File: src/rtl/mem_arbiter_pkg.sv
// mem_arbiter_pkg: shared types and helpers for the IFU/LSU memory arbiter
package mem_arbiter_pkg;

    typedef enum logic {ARB_MASTER_IFU, ARB_MASTER_LSU} arb_master_t;
    typedef enum logic {ARB_IDLE, ARB_LOCKED} arb_state_t;

    function automatic arb_master_t arb_other(input arb_master_t m);
        return m == ARB_MASTER_IFU ? ARB_MASTER_LSU : ARB_MASTER_IFU;
    endfunction

endpackage

File: src/rtl/mem_arbiter_route_fifo.sv
// arb_route_fifo: in-order FIFO of master IDs for accepted, unanswered requests
module arb_route_fifo
    import mem_arbiter_pkg::*;
#(
    parameter int DEPTH = 2,
    localparam int CW = $clog2(DEPTH + 1),
    localparam int PW = DEPTH > 1 ? $clog2(DEPTH) : 1
) (
    input  logic          clk,
    input  logic          rst,
    input  logic          push,
    input  logic          pop,
    input  arb_master_t   push_data,
    output arb_master_t   head,
    output logic          empty,
    output logic          full,
    output logic [CW-1:0] count
);

    arb_master_t     slots [DEPTH];
    logic [PW-1:0]   rd_ptr;
    logic [PW-1:0]   wr_ptr;
    logic            do_push;
    logic            do_pop;

    function automatic logic [PW-1:0] ptr_next(input logic [PW-1:0] p);
        return p == PW'(DEPTH - 1) ? '0 : p + 1'b1;
    endfunction

    assign do_push = push && (!full || pop);
    assign do_pop  = pop && !empty;
    assign head    = slots[rd_ptr];
    assign empty   = count == '0;
    assign full    = count == CW'(DEPTH);

    // storage write; contents are don't-care until pushed, so no reset
    always_ff @(posedge clk) begin
        if (do_push) slots[wr_ptr] <= push_data;
    end

    // pointers and occupancy
    always_ff @(posedge clk) begin
        if (rst) begin
            rd_ptr <= '0;
            wr_ptr <= '0;
            count  <= '0;
        end else begin
            if (do_push) wr_ptr <= ptr_next(wr_ptr);
            if (do_pop) rd_ptr <= ptr_next(rd_ptr);
            count <= count + CW'(do_push) - CW'(do_pop);
        end
    end

endmodule

File: src/rtl/mem_arbiter.sv
// mem_arbiter: round-robin IFU/LSU arbiter onto one OBI-style memory port
module mem_arbiter
    import mem_arbiter_pkg::*;
#(
    parameter int ADDR_WIDTH      = 32,
    parameter int DATA_WIDTH      = 32,
    parameter int MAX_OUTSTANDING = 2
) (
    input  logic                    clk,
    input  logic                    rst,
    input  logic                    ifu_req,
    input  logic [ADDR_WIDTH-1:0]   ifu_addr,
    output logic                    ifu_gnt,
    output logic                    ifu_rvalid,
    output logic [DATA_WIDTH-1:0]   ifu_rdata,
    input  logic                    lsu_req,
    input  logic [ADDR_WIDTH-1:0]   lsu_addr,
    input  logic                    lsu_we,
    input  logic [DATA_WIDTH/8-1:0] lsu_be,
    input  logic [DATA_WIDTH-1:0]   lsu_wdata,
    output logic                    lsu_gnt,
    output logic                    lsu_rvalid,
    output logic [DATA_WIDTH-1:0]   lsu_rdata,
    output logic                    mem_req,
    output logic [ADDR_WIDTH-1:0]   mem_addr,
    output logic                    mem_we,
    output logic [DATA_WIDTH/8-1:0] mem_be,
    output logic [DATA_WIDTH-1:0]   mem_wdata,
    input  logic                    mem_gnt,
    input  logic                    mem_rvalid,
    input  logic [DATA_WIDTH-1:0]   mem_rdata,
    output logic                    arb_err
);

    localparam int CW = $clog2(MAX_OUTSTANDING + 1);

    arb_state_t    state, state_d;
    arb_master_t   last_grant, lock_master, sel;
    arb_master_t   route_head;
    logic          route_empty, route_full;
    logic [CW-1:0] route_count;
    logic          full, accept, pop;

    assign full = route_count == CW'(MAX_OUTSTANDING);

    arb_route_fifo #(.DEPTH(MAX_OUTSTANDING)) u_route (
        .clk       (clk),
        .rst       (rst),
        .push      (accept),
        .pop       (pop),
        .push_data (sel),
        .head      (route_head),
        .empty     (route_empty),
        .full      (route_full),
        .count     (route_count)
    );

    // selection, address-phase muxing, response routing and next state
    always_comb begin
        sel = state == ARB_LOCKED ? lock_master :
              (ifu_req && lsu_req) ? arb_other(last_grant) :
              lsu_req ? ARB_MASTER_LSU : ARB_MASTER_IFU;
        mem_req    = !rst && (state == ARB_LOCKED || ((ifu_req || lsu_req) && !full));
        accept     = mem_req && mem_gnt;
        ifu_gnt    = accept && sel == ARB_MASTER_IFU;
        lsu_gnt    = accept && sel == ARB_MASTER_LSU;
        mem_addr   = sel == ARB_MASTER_LSU ? lsu_addr : ifu_addr;
        mem_we     = sel == ARB_MASTER_LSU && lsu_we;
        mem_be     = sel == ARB_MASTER_LSU ? lsu_be : '1;
        mem_wdata  = sel == ARB_MASTER_LSU ? lsu_wdata : '0;
        pop        = !rst && mem_rvalid && !route_empty;
        ifu_rvalid = pop && route_head == ARB_MASTER_IFU;
        lsu_rvalid = pop && route_head == ARB_MASTER_LSU;
        ifu_rdata  = mem_rdata;
        lsu_rdata  = mem_rdata;
        state_d    = state == ARB_IDLE ? ((mem_req && !mem_gnt) ? ARB_LOCKED : ARB_IDLE) :
                     (mem_gnt ? ARB_IDLE : ARB_LOCKED);
    end

    // FSM state register
    always_ff @(posedge clk) begin
        if (rst) state <= ARB_IDLE;
        else state <= state_d;
    end

    // round-robin history, locked master and sticky spurious-response flag
    always_ff @(posedge clk) begin
        if (rst) begin
            last_grant  <= ARB_MASTER_IFU;
            lock_master <= ARB_MASTER_IFU;
            arb_err     <= 1'b0;
        end else begin
            if (accept) last_grant <= sel;
            if (state == ARB_IDLE) lock_master <= sel;
            if (mem_rvalid && route_empty) arb_err <= 1'b1;
        end
    end

    // the capacity gate must keep every accept away from a full route FIFO
    a_no_accept_when_full: assert property (@(posedge clk) disable iff (rst) !(accept && route_full));

endmodule

File: config.mk
export PLATFORM = sky130hd
export DESIGN_NAME = mem_arbiter
export DESIGN_NICKNAME = d
export VERILOG_FILES = /design/src/rtl/mem_arbiter_pkg.sv /design/src/rtl/mem_arbiter_route_fifo.sv /design/src/rtl/mem_arbiter.sv
export SDC_FILE = /design/constraint.sdc
export NUM_CORES = 1
export LEC_CHECK = 0
export ABC_AREA = 1
export CORE_AREA = 2 2 107 109
export CTS_CLUSTER_DIAMETER = 150
export DETAILED_ROUTE_END_ITERATION = 10
export DIE_AREA = 0 0 109 111
export PLACE_DENSITY_LB_ADDON = 0.05
export SYNTH_ARGS = -nofsm -noshare
export SYNTH_HDL_FRONTEND = slang
export SYNTH_SLANG_ARGS = --single-unit
File: constraint.sdc
create_clock -name clk -period 2.33 [get_ports clk]
set_clock_uncertainty 0.15 [all_clocks]
set_input_delay 0.466 -clock clk [delete_from_list [all_inputs] [get_ports clk]]
set_output_delay 0.466 -clock clk [all_outputs]
set_load 0.005 [all_outputs]
Yosys cells after proc, flatten, opt, wreduce, memory -nomap -nowiden:

Memories as Yosys holds them, arrays and structs flattened. A register that Yosys moved wholly into a read port is not among the register bits.
Cells that the tools add are included.

* multiplexer cells: 16
* bitwise logic cells: 2
* reductions and logical operators: 23
* eq/ne operators: 1
* add/sub/neg operators: 4

Operators by type and width (number)
* two-way mux 32 bit: 2
* logical AND 1 bit: 15
* two-way mux 1 bit: 13
* logical NOT 1 bit: 4
* two-way mux 4 bit: 1
* logical OR 1 bit: 3
* adder 1 bit (second input constant): 2
* adder 2 x 1 -> 2 bit: 1
* equality test 2 bit (second input constant): 1
* logical NOT 2 bit: 1
* inverter 1 bit: 2
* subtractor 2 x 1 -> 2 bit: 1

* register bits: 8
* logic and storage cells: 54
* output and inout port bits: 139
* memory bits (writable): 2
* input bits: 139
* memories kept: 1

Memories
* u_route.slots: words 2, width 1, read ports 1, clocked after Yosys merged registers in 1, write ports 1, line mem_arbiter_route_fifo.sv:20 `arb_master_t slots [DEPTH];`

Logic depth before layout (Yosys ltp):

* word-level depth: 9
* depth in mapped cells: 10

Hierarchy:

From an unflattened synthesis, not the netlist that was laid out.

* cell total of the unflattened synthesis: 319
* area, all modules: 1717.9 sq um

Modules (own cells, without submodules)
* mem_arbiter: cells each 278, area each 1393.8 sq um, times used 1
* arb_route_fifo: cells each 41, area each 324.1 sq um, times used 1

Least setup slack after synthesis:

OpenSTA, ideal clock, no wires.

* path kind: in2out
* start: input ifu_req
* end: output mem_be[0]
* buffers on the path: 1
* arrival time: 1127 ps
* required time: 1714 ps
* stages: 6
* slack: 587 ps
* cells stage by stage: inv_1 o211ai_2 nand2_4 inv_4 buf_6 or2_1

* longest elaborated chain between the ends: 4

Ends and longest elaborated chain
* start: declaration: line mem_arbiter.sv:11 `input logic ifu_req,`
* logical AND 1 bit: line mem_arbiter.sv:61 `(ifu_req && lsu_req) ? arb_other(last_grant) :`
* two-way mux 1 bit: line mem_arbiter.sv:61
* two-way mux 1 bit: line mem_arbiter.sv:60 `sel = state == ARB_LOCKED ? lock_master :`
* two-way mux 4 bit: line mem_arbiter.sv:69 `mem_be = sel == ARB_MASTER_LSU ? lsu_be : '1;`
* end: declaration: line mem_arbiter.sv:27 `output logic [DATA_WIDTH/8-1:0] mem_be,`

No other way between the ends.

Worst setup path after layout:

* start: input ifu_req
* end: output mem_addr[25]

* longest elaborated chain between the ends: 4

Ends and longest elaborated chain
* logical AND 1 bit: line mem_arbiter.sv:61
* two-way mux 1 bit: line mem_arbiter.sv:61
* two-way mux 1 bit: line mem_arbiter.sv:60
* two-way mux 32 bit: line mem_arbiter.sv:67 `mem_addr = sel == ARB_MASTER_LSU ? lsu_addr : ifu_addr;`
* end: declaration: line mem_arbiter.sv:25 `output logic [ADDR_WIDTH-1:0] mem_addr,`

No other way between the ends.

==> summary.txt <==
Status
  – Status: complete, no violations

Synthesis
  – Yosys warns: 0
  – Area share of the largest cell type after synthesis: 29.19%
  – Number of synthesized flops with an enable pin: 2
  – Biggest area consumer among synthesized cells: buf_4
  – Synth area leaders: buf_4 (29%), nand2_1 (24%), dfxtp_1 (10%)
  – Most frequent cell after synthesis: nand2_1
  – Post-Syn Area: 1723 um^2
  – Sequential-to-total area share from yosys stat: between 10 and 15%
  – Post-synth net total: about 450
  – Synth unique cells: 23
  – Post-Syn Area per Cell: between 5 and 6 um^2
  – Synthesized instance count: between 300 and 400
  – Number of synthesized register bits: 11
  – Top post-synthesis cells by count: nand2_1 (109), buf_4 (67), inv_1 (47), nor2_1 (47), dfxtp_1 (9)
  – Synth Flop Type: dfxtp_1
  – FFs w/ async S/R, synth: 0%

Placed design
  – Port buffer count: around 180
  – HPWL Detailed: between 5 and 6 mm
  – Inst Count DP: between 500 and 600
  – Gpl congestion: about 0.7

Die
  – Die width: 109 um
  – I/O Pins: roughly 280
  – Row cnt: 39
  – DIE HEIGHT: 111 um
  – Initial Util: between 10% and 20%
  – Core area: approximately 11,000 um^2
  – Die area: 12,100 um^2

Detailed routing
  – Initial drt markers: 35
  – Residual DRC: 0
  – WL final: about 7.6 mm
  – Final ANT Viol Nets: 0
  – Vias: between 2k and 2.5k
  – WL/cell: 12.81 um
  – First drt pass iteration count: 4
  – DR vias/cell: about 3.5

Timing
  – Final min period: ~2.3 ns
  – Maximum clock rate: 0.4411 GHz
  – Final hold vios: 0
  – Post-route clock period utilization: about 97%
  – RSZ-0062 raised after global routing: yes
  – Fin Hold WS: about 0.32 ns
  – Max-slew headroom: between 80% and 90%
  – Final setup viols: 0
  – Max Slew Vio Count: 0
  – Measured slew at the worst slew-check pin: 0.2165 ns

CTS
  – Clk slew on worst S/H paths: about 0.04 ns
  – CTS tree: yes
  – CTS Hold Bufs: 0
  – CTS Buffer Depth: 2
  – H-tree levels: 1
  – Clock latency on the worst-skew pair: 0.23 ns
  – Clock sinks: 11
  – TritonCTS Buffers: 3
  – Root buf cell: clkbuf_16

Worst setup path
  – Crit Path Class: in2out
  – Worst-path maximum fanout: 14
  – Setup crit end kind: primary output
  – Crit path arrival time: 1.65 ns
  – Crit start category: input port
  – Required @ worst endpoint: 1.71 ns
  – R2R Setup Slk: approximately 0.55 ns

Finish
  – Layout cell share with drive strength beyond 1: 16.56%
  – Area grow syn2layout: 107.7%
  – Layout net count: 595
  – Final Core Density: between 30% and 40%
  – Non-Filler Instances: 596
  – Ant diodes: 0
  – # fillers: 1,219

Pwr
  – Peak supply drop: between 0.1 and 0.15 mV
  – Power Density: 373.6 nW/um^2
  – Leak: 0.001903 uW
  – Total chip power: around 1300 uW

GRT
  – GRT overflow: 0
  – Number of global-route vias before repair: roughly 2.1k
  – All-Layer GR Usage: around 12%
  – First-pass GRT wire length: roughly 11 mm
  – Largest net degree at the start of global routing: 15
  – Initial antenna violation count: 0

Job
  – Max Cap Viol: 0

Hold path
  – Hold WC Path Type: reg2reg
[area by class of cell]
cell class,count,area [um^2],share of cell area (%)
Inverter,50,195.2,5.455
Clock buffer,4,78.83,2.203
Timing Repair Buffer,213,2143,59.90
Tap cell,143,178.9,5.000
Multi-Input combinational cell,175,742.0,20.73
Sequential cell,11,240.2,6.713
[report_power, final]
part | switching, uW | internal (uW) | total [uW]
Sequential | 10.6 | 219 | 229
Combinational | 303 | 493 | 797
Clock | 81.1 | 229 | 311
[logic make-up (layout without fill, tap and decap cells)]
family / Yosys count / in the layout / share of synthesized area (%)
simple gates: 165 / 165 / 37.47
buf+inv: 124 / 267 / 43.72
flops: 11 / 11 / 13.94
compound gates: 6 / 6 / 2.397
fa+ha+maj: 2 / 2 / 1.452
xor+xnor: 2 / 2 / 1.017
[worst max-delay path, stage by stage]
cell and delay [ns]:
clkdlybuf4s15_1 0.17, inv_2 0.04, o211ai_2 0.18, nand2_4 0.10, buf_6 0.15, buf_8 0.15, nand2_1 0.06, nand2_1 0.05
dlygate4sd2_1 0.27
[sequential cells by signal, indices dropped and copies added, names as in the netlist, named ones only]
| register | cells |
|---|---|
| lock_master | 1 |
| arb_err | 1 |
| u_route.rd_ptr | 1 |
| u_route.slots | 2 |
| u_route.wr_ptr | 1 |
| u_route.count | 2 |
| state | 1 |
| last_grant | 1 |
[cell usage in the layout (no fill, tap or decap), drive strengths merged]
cell / Yosys / final
o211ai: 1 / 1
dfxtp: 9 / 9
clkdlybuf4s50: 0 / 104
ha: 2 / 2
a21oi: 3 / 3
clkbuf: 0 / 6
edfxtp: 2 / 2
nand3: 1 / 1
bufbuf: 0 / 1
nor2: 49 / 49
clkinv: 1 / 1
dlymetal6s2s: 0 / 1
or2: 4 / 4
inv: 49 / 49
buf: 74 / 53
xnor2: 2 / 2
nand2: 110 / 110
dlygate4sd2: 0 / 27
nand4: 1 / 1
o21ai: 2 / 2
clkdlybuf4s15: 0 / 25
[per-stage QoR]
| step | cell area [um^2] | TNS, ns | worst slack (ns) |
|---|---|---|---|
| floorplan | 1723 | 0 | 0.5874 |
| global placement | 3321 | -30.79 | -0.5243 |
| detailed placement | 3321 | -28.56 | -0.4772 |
| CTS | 3592 | 0 | 0.001760 |
| global route | 3578 | -0.02254 | -0.02254 |
| finish | 3578 | 0 | 0.06271 |
[metal layers]
metal	GRT usage [%]	routed length, um	vias up
met3	3.233	719	9
met4	3.248	93	0
met5	0	0	-
met1	12.54	2653	855
li1	-	-	1113
met2	23.98	4170	117
[final timing paths]
check	from	to	cells after the start
worst min register to register	arb_err	arb_err	2
worst min-delay path	arb_err	arb_err	2
worst max-delay path	ifu_req	mem_addr[25]	9
worst max register to register	u_route.count[1]	u_route.count[1]	10
[repair_timing]
| item | 4_1_cts | 5_1_grt |
|---|---|---|
| buffers inserted | 10 | 2 |
| pin swaps | 3 | 3 |
| gates resized for setup | 178 | 17 |
| cloned | 7 | 0 |
| setup endpoints to repair | 74 | 48 |
Note: power is estimated with default switching activity, not from simulation.
